[config.mk]
export PLATFORM = sky130hd
export DESIGN_NAME = knight_cmd_link
export DESIGN_NICKNAME = d
export VERILOG_FILES = /design/src/rtl/knight_link_pkg.sv /design/src/rtl/uart_rx_byte.sv /design/src/rtl/knight_cmd_link.sv
export SDC_FILE = /design/constraint.sdc
export NUM_CORES = 1
export LEC_CHECK = 0
export BUFFER_PORTS_ARGS = -buffer_cell sky130_fd_sc_hd__buf_2
export CAP_MARGIN = 40
export CORE_UTILIZATION = 56
export CTS_BUF_LIST = sky130_fd_sc_hd__clkbuf_8
export DETAILED_ROUTE_END_ITERATION = 10
export PLACE_DENSITY = 0.78
export SYNTH_ARGS = -nofsm -noshare
export SYNTH_HDL_FRONTEND = slang
export SYNTH_SLANG_ARGS = --single-unit
[constraint.sdc]
create_clock -name clk -period 1.87 [get_ports clk]
set_input_delay 0.0935 -clock clk [delete_from_list [all_inputs] [get_ports clk]]
set_output_delay 0.0935 -clock clk [all_outputs]
set_load 0.05 [all_outputs]
[src/rtl/knight_link_pkg.sv]
// Shared types and constants for the knight-side command link.
// Holds link defaults, the ack code and the FSM state enums.
package knight_link_pkg;

   localparam logic [7:0] POS_ACK = 8'hA5;
   localparam int DEF_BAUD_DIV = 2604;
   localparam int DEF_TIMEOUT_BITS = 40;

   typedef enum logic [1:0] {
      RX_IDLE,
      RX_START,
      RX_DATA,
      RX_STOP
   } rx_state_t;

   typedef enum logic {
      WAIT_HI,
      WAIT_LO
   } pair_state_t;

   typedef enum logic {
      TX_IDLE,
      TX_XMIT
   } tx_state_t;

endpackage

[src/rtl/uart_rx_byte.sv]
// 8N1 byte receiver: RX synchronizer, mid-bit sampling FSM.
// Emits one-cycle byte_rdy / frm_err pulses a clock after the stop sample.
module uart_rx_byte
   import knight_link_pkg::*;
#(
   parameter int BAUD_DIV = DEF_BAUD_DIV
) (
   input  logic       clk,
   input  logic       rst,
   input  logic       rx,
   output logic [7:0] rx_byte,
   output logic       byte_rdy,
   output logic       frm_err
);

   localparam int CW = $clog2(BAUD_DIV);
   localparam logic [CW-1:0] HALF = CW'(BAUD_DIV / 2 - 1);
   localparam logic [CW-1:0] FULL = CW'(BAUD_DIV - 1);

   rx_state_t state, state_nx;
   logic s1, s2, prev;
   logic [CW-1:0] cnt;
   logic [2:0] bit_cnt;
   logic brk;
   logic stop_hit, stop_val;
   logic tick;

   always_comb tick = (state == RX_START) ? (cnt == HALF) : (cnt == FULL);

   always_comb begin
      state_nx = state;
      unique case (state)
         RX_IDLE:  if (prev && !s2) state_nx = RX_START;
         RX_START: if (tick) state_nx = s2 ? RX_IDLE : RX_DATA;
         RX_DATA:  if (tick && bit_cnt == 3'd7) state_nx = RX_STOP;
         RX_STOP: begin
            // after a bad stop bit, hold until the line returns high
            if (brk) begin
               if (s2) state_nx = RX_IDLE;
            end else if (tick && s2) begin
               state_nx = RX_IDLE;
            end
         end
         default:  state_nx = RX_IDLE;
      endcase
   end

   always_ff @(posedge clk) begin
      if (rst) begin
         state    <= RX_IDLE;
         s1       <= 1'b1;
         s2       <= 1'b1;
         prev     <= 1'b1;
         cnt      <= '0;
         bit_cnt  <= '0;
         brk      <= 1'b0;
         stop_hit <= 1'b0;
         stop_val <= 1'b0;
         rx_byte  <= '0;
         byte_rdy <= 1'b0;
         frm_err  <= 1'b0;
      end else begin
         state    <= state_nx;
         s1       <= rx;
         s2       <= s1;
         prev     <= s2;
         byte_rdy <= stop_hit & stop_val;
         frm_err  <= stop_hit & ~stop_val;
         stop_hit <= 1'b0;
         unique case (state)
            RX_IDLE: begin
               cnt     <= CW'(1);
               bit_cnt <= '0;
               brk     <= 1'b0;
            end
            RX_START: cnt <= tick ? '0 : cnt + CW'(1);
            RX_DATA: begin
               cnt <= tick ? '0 : cnt + CW'(1);
               if (tick) begin
                  rx_byte <= {s2, rx_byte[7:1]};
                  bit_cnt <= bit_cnt + 3'd1;
               end
            end
            RX_STOP: begin
               cnt <= tick ? '0 : cnt + CW'(1);
               if (tick && !brk) begin
                  stop_hit <= 1'b1;
                  stop_val <= s2;
                  brk      <= ~s2;
               end
            end
            default: ;
         endcase
      end
   end

endmodule

[src/rtl/knight_cmd_link.sv]
// Knight-side command link: pairs received bytes into 16-bit commands
// and serialises 8-bit responses back over TX.
module knight_cmd_link
   import knight_link_pkg::*;
#(
   parameter int BAUD_DIV     = DEF_BAUD_DIV,
   parameter int TIMEOUT_BITS = DEF_TIMEOUT_BITS
) (
   input  logic        clk,
   input  logic        rst,
   input  logic        RX,
   output logic        TX,
   output logic [15:0] cmd,
   output logic        cmd_rdy,
   input  logic        clr_cmd_rdy,
   input  logic [7:0]  resp,
   input  logic        send_resp,
   output logic        tx_busy,
   output logic        resp_sent,
   output logic        frm_err
);

   localparam int TO_LIM = TIMEOUT_BITS * BAUD_DIV;
   localparam int TW = $clog2(TO_LIM + 1);
   localparam int BW = $clog2(BAUD_DIV);
   localparam logic [TW-1:0] TO_END = TW'(TO_LIM);
   localparam logic [BW-1:0] BIT_END = BW'(BAUD_DIV - 1);

   logic [7:0] rx_byte;
   logic byte_rdy;

   uart_rx_byte #(.BAUD_DIV(BAUD_DIV)) u_rx (
      .clk      (clk),
      .rst      (rst),
      .rx       (RX),
      .rx_byte  (rx_byte),
      .byte_rdy (byte_rdy),
      .frm_err  (frm_err)
   );

   pair_state_t pair_q, pair_nx;
   logic [7:0] hi_byte;
   logic [TW-1:0] to_cnt;
   logic latch_hi, assemble;

   always_comb begin
      pair_nx  = pair_q;
      latch_hi = 1'b0;
      assemble = 1'b0;
      unique case (pair_q)
         WAIT_HI: if (byte_rdy) begin
            latch_hi = 1'b1;
            pair_nx  = WAIT_LO;
         end
         WAIT_LO: if (byte_rdy) begin
            assemble = 1'b1;
            pair_nx  = WAIT_HI;
         end else if (frm_err || to_cnt == TO_END) begin
            pair_nx = WAIT_HI;
         end
         default: pair_nx = WAIT_HI;
      endcase
   end

   always_ff @(posedge clk) begin
      if (rst) begin
         pair_q  <= WAIT_HI;
         hi_byte <= '0;
         to_cnt  <= '0;
         cmd     <= '0;
         cmd_rdy <= 1'b0;
      end else begin
         pair_q <= pair_nx;
         if (latch_hi) begin
            hi_byte <= rx_byte;
            to_cnt  <= '0;
         end else if (pair_q == WAIT_LO) begin
            to_cnt <= to_cnt + TW'(1);
         end
         if (assemble) begin
            cmd     <= {hi_byte, rx_byte};
            cmd_rdy <= 1'b1;
         end else if (clr_cmd_rdy) begin
            cmd_rdy <= 1'b0;
         end
      end
   end

   tx_state_t tx_q, tx_nx;
   logic [8:0] tx_sh;
   logic [3:0] bit_idx;
   logic [BW-1:0] tx_cnt;
   logic load, bit_end, frame_end;

   always_comb begin
      tx_nx     = tx_q;
      load      = 1'b0;
      bit_end   = 1'b0;
      frame_end = 1'b0;
      unique case (tx_q)
         TX_IDLE: if (send_resp) begin
            load  = 1'b1;
            tx_nx = TX_XMIT;
         end
         TX_XMIT: begin
            bit_end   = (tx_cnt == BIT_END);
            frame_end = bit_end && (bit_idx == 4'd9);
            // the last stop-bit cycle may chain straight into a new frame
            if (frame_end) begin
               load  = send_resp;
               tx_nx = send_resp ? TX_XMIT : TX_IDLE;
            end
         end
         default: tx_nx = TX_IDLE;
      endcase
   end

   assign tx_busy   = (tx_q == TX_XMIT);
   assign resp_sent = frame_end;

   always_ff @(posedge clk) begin
      if (rst) begin
         tx_q    <= TX_IDLE;
         TX      <= 1'b1;
         tx_sh   <= '1;
         bit_idx <= '0;
         tx_cnt  <= '0;
      end else begin
         tx_q <= tx_nx;
         if (load) begin
            tx_sh   <= {1'b1, resp};
            TX      <= 1'b0;
            bit_idx <= '0;
            tx_cnt  <= '0;
         end else if (frame_end) begin
            TX <= 1'b1;
         end else if (tx_q == TX_XMIT) begin
            if (bit_end) begin
               tx_cnt  <= '0;
               bit_idx <= bit_idx + 4'd1;
               TX      <= tx_sh[0];
               tx_sh   <= {1'b1, tx_sh[8:1]};
            end else begin
               tx_cnt <= tx_cnt + BW'(1);
            end
         end
      end
   end

endmodule
==> qor.yml, run 1 <==
yosys_most_used_dff: "dfxtp_1"
fin_skew_ns: 0.0120
critPathArrivalTime_ns: 2.11
crit_chain: "inv_1 > ha_2 > and3b_1 > a41o_1 > and2_2 > mux2_4 > o22a_1"
io_buffers: 33
hold_path_end: "tx_busy"
synth_area_leaders: "dfxtp_1, nand2_1, nor2_1"
finalSetupViolations: 0
holdPathStages: 3
grt_pass1_wl_um: 14500
period_share_pct: 98.2
syn_avg_cell_area_um2: 8.88
place_area_um2: 4660
initial_core_util_pct: 58.9
synth-seq-area-share_pct: 47.0
worstSkewPairLatency_ns: 0.37
max_freq_mhz: 544
num-nets-final: 558
grt_pass1_vias: 3282
syn_to_final_growth_pct: 15.2
timing.critical_path.buf_inv: 1
synthesis.area_um2: 4340
layout.cells.non_filler: 641
drt-total-wl_um: 8710
antenna_found_initial: 0
numCtsBuffers: 9
path_clk_slew_ns: 0.11
root_buffer: "clkbuf_8"
coreArea_um2: 7370
rr_startpoint: "bit_idx[1]"
num_vias: 3472
fin_area_um2: 5000
ir_worst_vdd_v: 0.000609
dpl.cell_count: 616
row_count: 31
powerDensity_nw_per_um2: 754
synth_cell_type_count: 50
firstDrtPassIters: 4
gp_congestion: 0.807
max_stage_delay_ns: 0.36
crit_path_start_kind: "flop"
wl_per_cell_um: 13.6
period_needed_ns: 1.84
fp.dieW_um: 90.0
syn_nets: 510
crit_fanout: 4
drt.antenna.violating_nets: 0
worstSetupPathType: "flop to flop"
worst_path_dominant_cell_family: "compound AO/OA/AOI/OAI gates"
cts_buffer_depth: 2
drive_gt1_share_pct: 19.2
grt_util_all_layers_pct: 21.6
via_per_inst: 5.42
synth_cells: 489
clkSinkCount: 102
cts_max_level: 3
hpwlAfterDp_um: 5690
p_leak_nw: 1.85
endpoint_kind: "flop"
required_ns: 2.14
finalHoldViolCount: 0
die-area_um2: 8110
grt_start_max_net_pins: 23
worst_slew_pin_slew_ns: 0.614
drv_slew: 0
ff2ff_setup_slack_ns: 0.03
overflow: 0
drc: 0
slew_headroom_pct: 59.1
hold_start: "send_resp"
ff2ff_path_depth: 7
yosysTopAreaCellShare_pct: 47.0
ys_warn_count: 0
synth_top_area_cell: "dfxtp_1"
drt-initial-drc-count: 128
cts_tree: "done"
pin_count: 34
status: "completed"
synth_edf_count: 0
reg2reg_to: "tx_sh[4]"
dieHeight_um: 90.0
n_antenna_cell: 0
synthArstFlopShare_pct: 0
fin_util_pct: 67.9
maxCapViolCount: 0
ys_ff_latch: 102
hp-class: "primary input to flop"
slowest_stage: "dfxtp_2"
-- repair_timing --
| action | in CTS | in global routing |
|---|---|---|
| buffers inserted | 0 | 5 |
| resized for setup | 5 | 11 |
| cloned | 1 | 0 |
| hold buffers | 3 | 0 |
| endpoints found under the setup margin | 4 | 28 |
| hold endpoints to repair | 3 | 0 |
| pin swaps | 1 | 4 |
-- stage by stage --
step	hold WS (ns)	setup slack [ns]	TNS, ns	power, mW
6_report	0.0477	0.0330	0	3.77
5_1_grt	0.0404	-0.0410	-0.175	3.89
4_1_cts	0.0200	0.00312	0	3.79
3_5_place_dp	0.281	0.00569	0	2.42
3_3_place_gp	0.278	0.0614	0	2.42
2_1_floorplan	0.197	-0.00930	-0.0372	2.38
-- flip-flops by register name, indices dropped and copies added, names as in the netlist, 4 cells and up, named ones only --
register and count:
bit_idx 4, cmd 16, hi_byte 8, to_cnt 17, tx_cnt 12, tx_sh 8
u_rx.cnt 12, u_rx.rx_byte 8
-- logic make-up after synthesis --
group                      share of synthesized area [%]
and+or+nand+nor                                     25.9
DFF                                                 47.0
AOI/OAI and AO/OA                                   9.20
xor gates and xnor gates                            7.26
buffers and inverters                               3.57
muxes                                               4.73
adders and majority gates                           2.31
-- cells in the final DEF, fill, tap and decap left out, drive strengths merged, types with 9 or more instances in the layout --
master	instances
clkbuf	9
nor3	9
xnor2	15
buf	56
inv	15
dfxtp	102
nand4	11
mux2i	10
nor2	60
a21oi	40
nand3	14
nand2	73
xor2	21
nand2b	10
-- worst min-delay path: stages --
cell,delay [ns]
buf_2,0.14
nor2b_1,0.08
nor2_1,0.07
-- how the worst max path moves through the flow --
stage	start	to	slack, ns	cells past startpoint
2_1_floorplan	tx_busy	tx_sh[3]	-0.009	6
3_3_place_gp	tx_cnt[1]	tx_sh[0]	0.06	6
3_5_place_dp	tx_cnt[1]	tx_sh[1]	0.006	6
4_1_cts	tx_cnt[0]	tx_sh[1]	0.003	6
5_1_grt	tx_cnt[7]	tx_sh[2]	-0.04	5
6_report	bit_idx[1]	tx_sh[4]	0.03	7
-- power breakdown --
part	switching, mW	total, mW	internal, mW
clock network	0.851	1.38	0.530
registers	0.0123	2.20	2.19
logic	0.104	0.186	0.0823
total	0.967	3.77	2.80
-- synthesized netlist by cell type, drive strengths merged (2+ instances only) --
master and number:
a31oi 4, nand4 11, nand3b 4, nor2 60, o21ai 8, ha 8
nor3b 2, nor3 9, mux2 8, a21oi 40, nand3 14, or2 4
nand4b 3, nor4b 2, xnor2 15, nand2b 10, and3 6, xor2 21
or3 4, dfxtp 102, and2 2, buf 8, nor2b 5, and4 3
and4bb 5, inv 13, mux2i 10, and3b 3, o22a 7, nand2 73
clkbuf 15
-- cell type report --
| type | instances | area [um^2] |
|---|---|---|
| flip-flops and latches | 102 | 2050 |
| fillers | 598 | 2370 |
| well taps | 99 | 124 |
| inverters | 13 | 48.8 |
| multi-input cells | 352 | 2200 |
| repair buffers | 59 | 378 |
| clock buffers | 9 | 124 |
| clock inverters | 7 | 80.1 |
-- layer usage --
metal | GRT usage (%) | vias to the layer above | part of all wire (%)
met1 | 25.3 | 1658 | 44
met4 | 5.65 | 0 | 0.90
met5 | 0 | - | 0
li1 | - | 1755 | -
met3 | 5.08 | 8 | 2.7
met2 | 39.4 | 51 | 52
No activity file was read; power rests on OpenSTA's default activity.
==> inputs of run 2 (changes only) <==
==> constraint.sdc (replaced) <==
create_clock -name clk -period 1.87 [get_ports clk]
set_input_delay 0.374 -clock clk [delete_from_list [all_inputs] [get_ports clk]]
set_output_delay 0.374 -clock clk [all_outputs]
set_load 0.05 [all_outputs]
==> qor.yml, run 2 (same netlist as run 1, synthesis figures left out) <==
status: "complete, but fails checks"
violations: "setup timing"
hp-class: "primary input to flop"
initial_core_util_pct: 58.9
drt.antenna.violating_nets: 0
place_area_um2: 4670
finalSetupViolations: 1
num_vias: 3493
fillers: 589
firstDrtPassIters: 4
dieHeight_um: 90.0
period_needed_ns: 1.92
p_leak_nw: 1.87
powerDensity_nw_per_um2: 747
grt_start_max_net_pins: 42
io_buffers: 33
wl_per_cell_um: 13.8
required_ns: 1.50
power_mw: 3.77
n_antenna_cell: 0
gp_congestion: 0.784
max_stage_delay_ns: 0.37
worst_path_dominant_cell_family: "simple AND/OR/NAND/NOR gates"
mostFrequentLayoutCells: "dfxtp_1, nand2_1, nor2_1"
fin_util_pct: 68.4
pin_count: 34
grt_util_all_layers_pct: 22.0
dpl.cell_count: 614
root_buffer: "clkbuf_8"
antenna_found_initial: 0
hold_path_end: "u_rx.s1"
num-nets-final: 556
crit_path_start_kind: "flop"
drc: 0
coreArea_um2: 7370
crit_chain: "nor4b_4 > nand3_4 > nor3_4 > buf_6"
hpwlAfterDp_um: 5610
worstSkewPairLatency_ns: 0.37
finalHoldViolCount: 0
place_ws_ns: -0.0107
cts_tree: "done"
rsz0062_at_grt: "true"
slew_headroom_pct: 62.3
ff2ff_setup_slack_ns: 0.04
max_freq_mhz: 520
final_common_cell: "dfxtp_1"
via_per_inst: 5.47
rr_startpoint: "tx_cnt[7]"
clkSinkCount: 102
row_count: 31
drt-initial-drc-count: 138
hold_start: "RX"
fin_area_um2: 5040
reg2reg_to: "tx_sh[2]"
top_register: "to_cnt"
timing.critical_path.buf_inv: 1
critPathArrivalTime_ns: 1.55
period_share_pct: 103
path_clk_slew_ns: 0.11
syn_to_final_growth_pct: 16.2
layout.cells.non_filler: 639
crit_fanout: 3
overflow: 0
endpoint_kind: "output pin"
worst_slew_pin_slew_ns: 0.565
cts_buffer_depth: 2
maxCapViolCount: 0
cts_max_level: 3
die-area_um2: 8110
drv_slew: 0
grt_pass1_vias: 3410
drt-total-wl_um: 8800
top_regs: "to_cnt: 17 flops, cmd: 16 flops"
drive_gt1_share_pct: 20.7
fin_ws_ns: -0.0536
largest_reg_flops: 17
grt_pass1_wl_um: 14800
ff2ff_path_depth: 5
holdPathStages: 2
ir_worst_vdd_v: 0.000628
fin_skew_ns: 0.0147
slowest_stage: "dfxtp_4"
numCtsBuffers: 9
worstSetupPathType: "flop to output pin"
fp.dieW_um: 90.0
==> run 2: worst max-delay path by stage <==
stage,start,endpoint,slack (ns),cells after the start
finish,tx_cnt[7],resp_sent,-0.05,4
floorplan,tx_busy,tx_sh[3],-0.04,6
global route,bit_idx[1],resp_sent,-0.13,6
detailed placement,tx_cnt[0],tx_sh[2],-0.01,6
global placement,tx_cnt[0],tx_sh[3],0.07,6
CTS,bit_idx[1],resp_sent,-0.06,6
==> run 2: power by group <==
| part | switching, mW | internal [mW] |
|---|---|---|
| Sequential | 0.0145 | 2.19 |
| Clock | 0.834 | 0.526 |
| Combinational | 0.113 | 0.0897 |
| Total | 0.962 | 2.81 |
==> run 2: final cells by class <==
type                    instances  area [um^2]  area share, %
multi-input cells             353         2260           44.8
flip-flops and latches        102         2050           40.7
repair buffers                 56          360           7.14
well taps                      99          124           2.46
clock inverters                 7         73.8           1.46
clock buffers                   9          124           2.46
inverters                      13         48.8          0.968
==> run 2: metrics by stage <==
stage / hold slack (ns) / setup TNS (ns)
2_1_floorplan: 0.389 / -0.170
3_3_place_gp: 0.399 / 0
3_5_place_dp: 0.410 / -0.0108
4_1_cts: 0.162 / -0.0638
5_1_grt: 0.171 / -0.214
6_report: 0.175 / -0.0536
==> run 2: worst reg2reg max path: cells and delay by family (launching register included) <==
kind / cells / cell delay, ns
AND/OR/NAND/NOR: 2 / 0.62
flip-flops: 1 / 0.37
AO/OA/AOI/OAI: 2 / 0.42
multiplexers: 1 / 0.32
==> run 2: routing by layer <==
metal	up-vias	global-route usage (%)	routed length [um]
met4	0	9.01	200
met2	70	39.8	4520
met3	22	4.31	292
met5	-	0	0
li1	1750	-	-
met1	1651	25.2	3780
==> run 2: what timing repair did <==
item / 4_1_cts / 5_1_grt
endpoints found under the setup margin: 10 / 33
gates resized for setup: 10 / 22
hold buffers: 0 / 0
pin swaps: 1 / 4
buffers inserted: 4 / 3
gates cloned: 0 / 2
hold endpoints to repair: 0 / 0
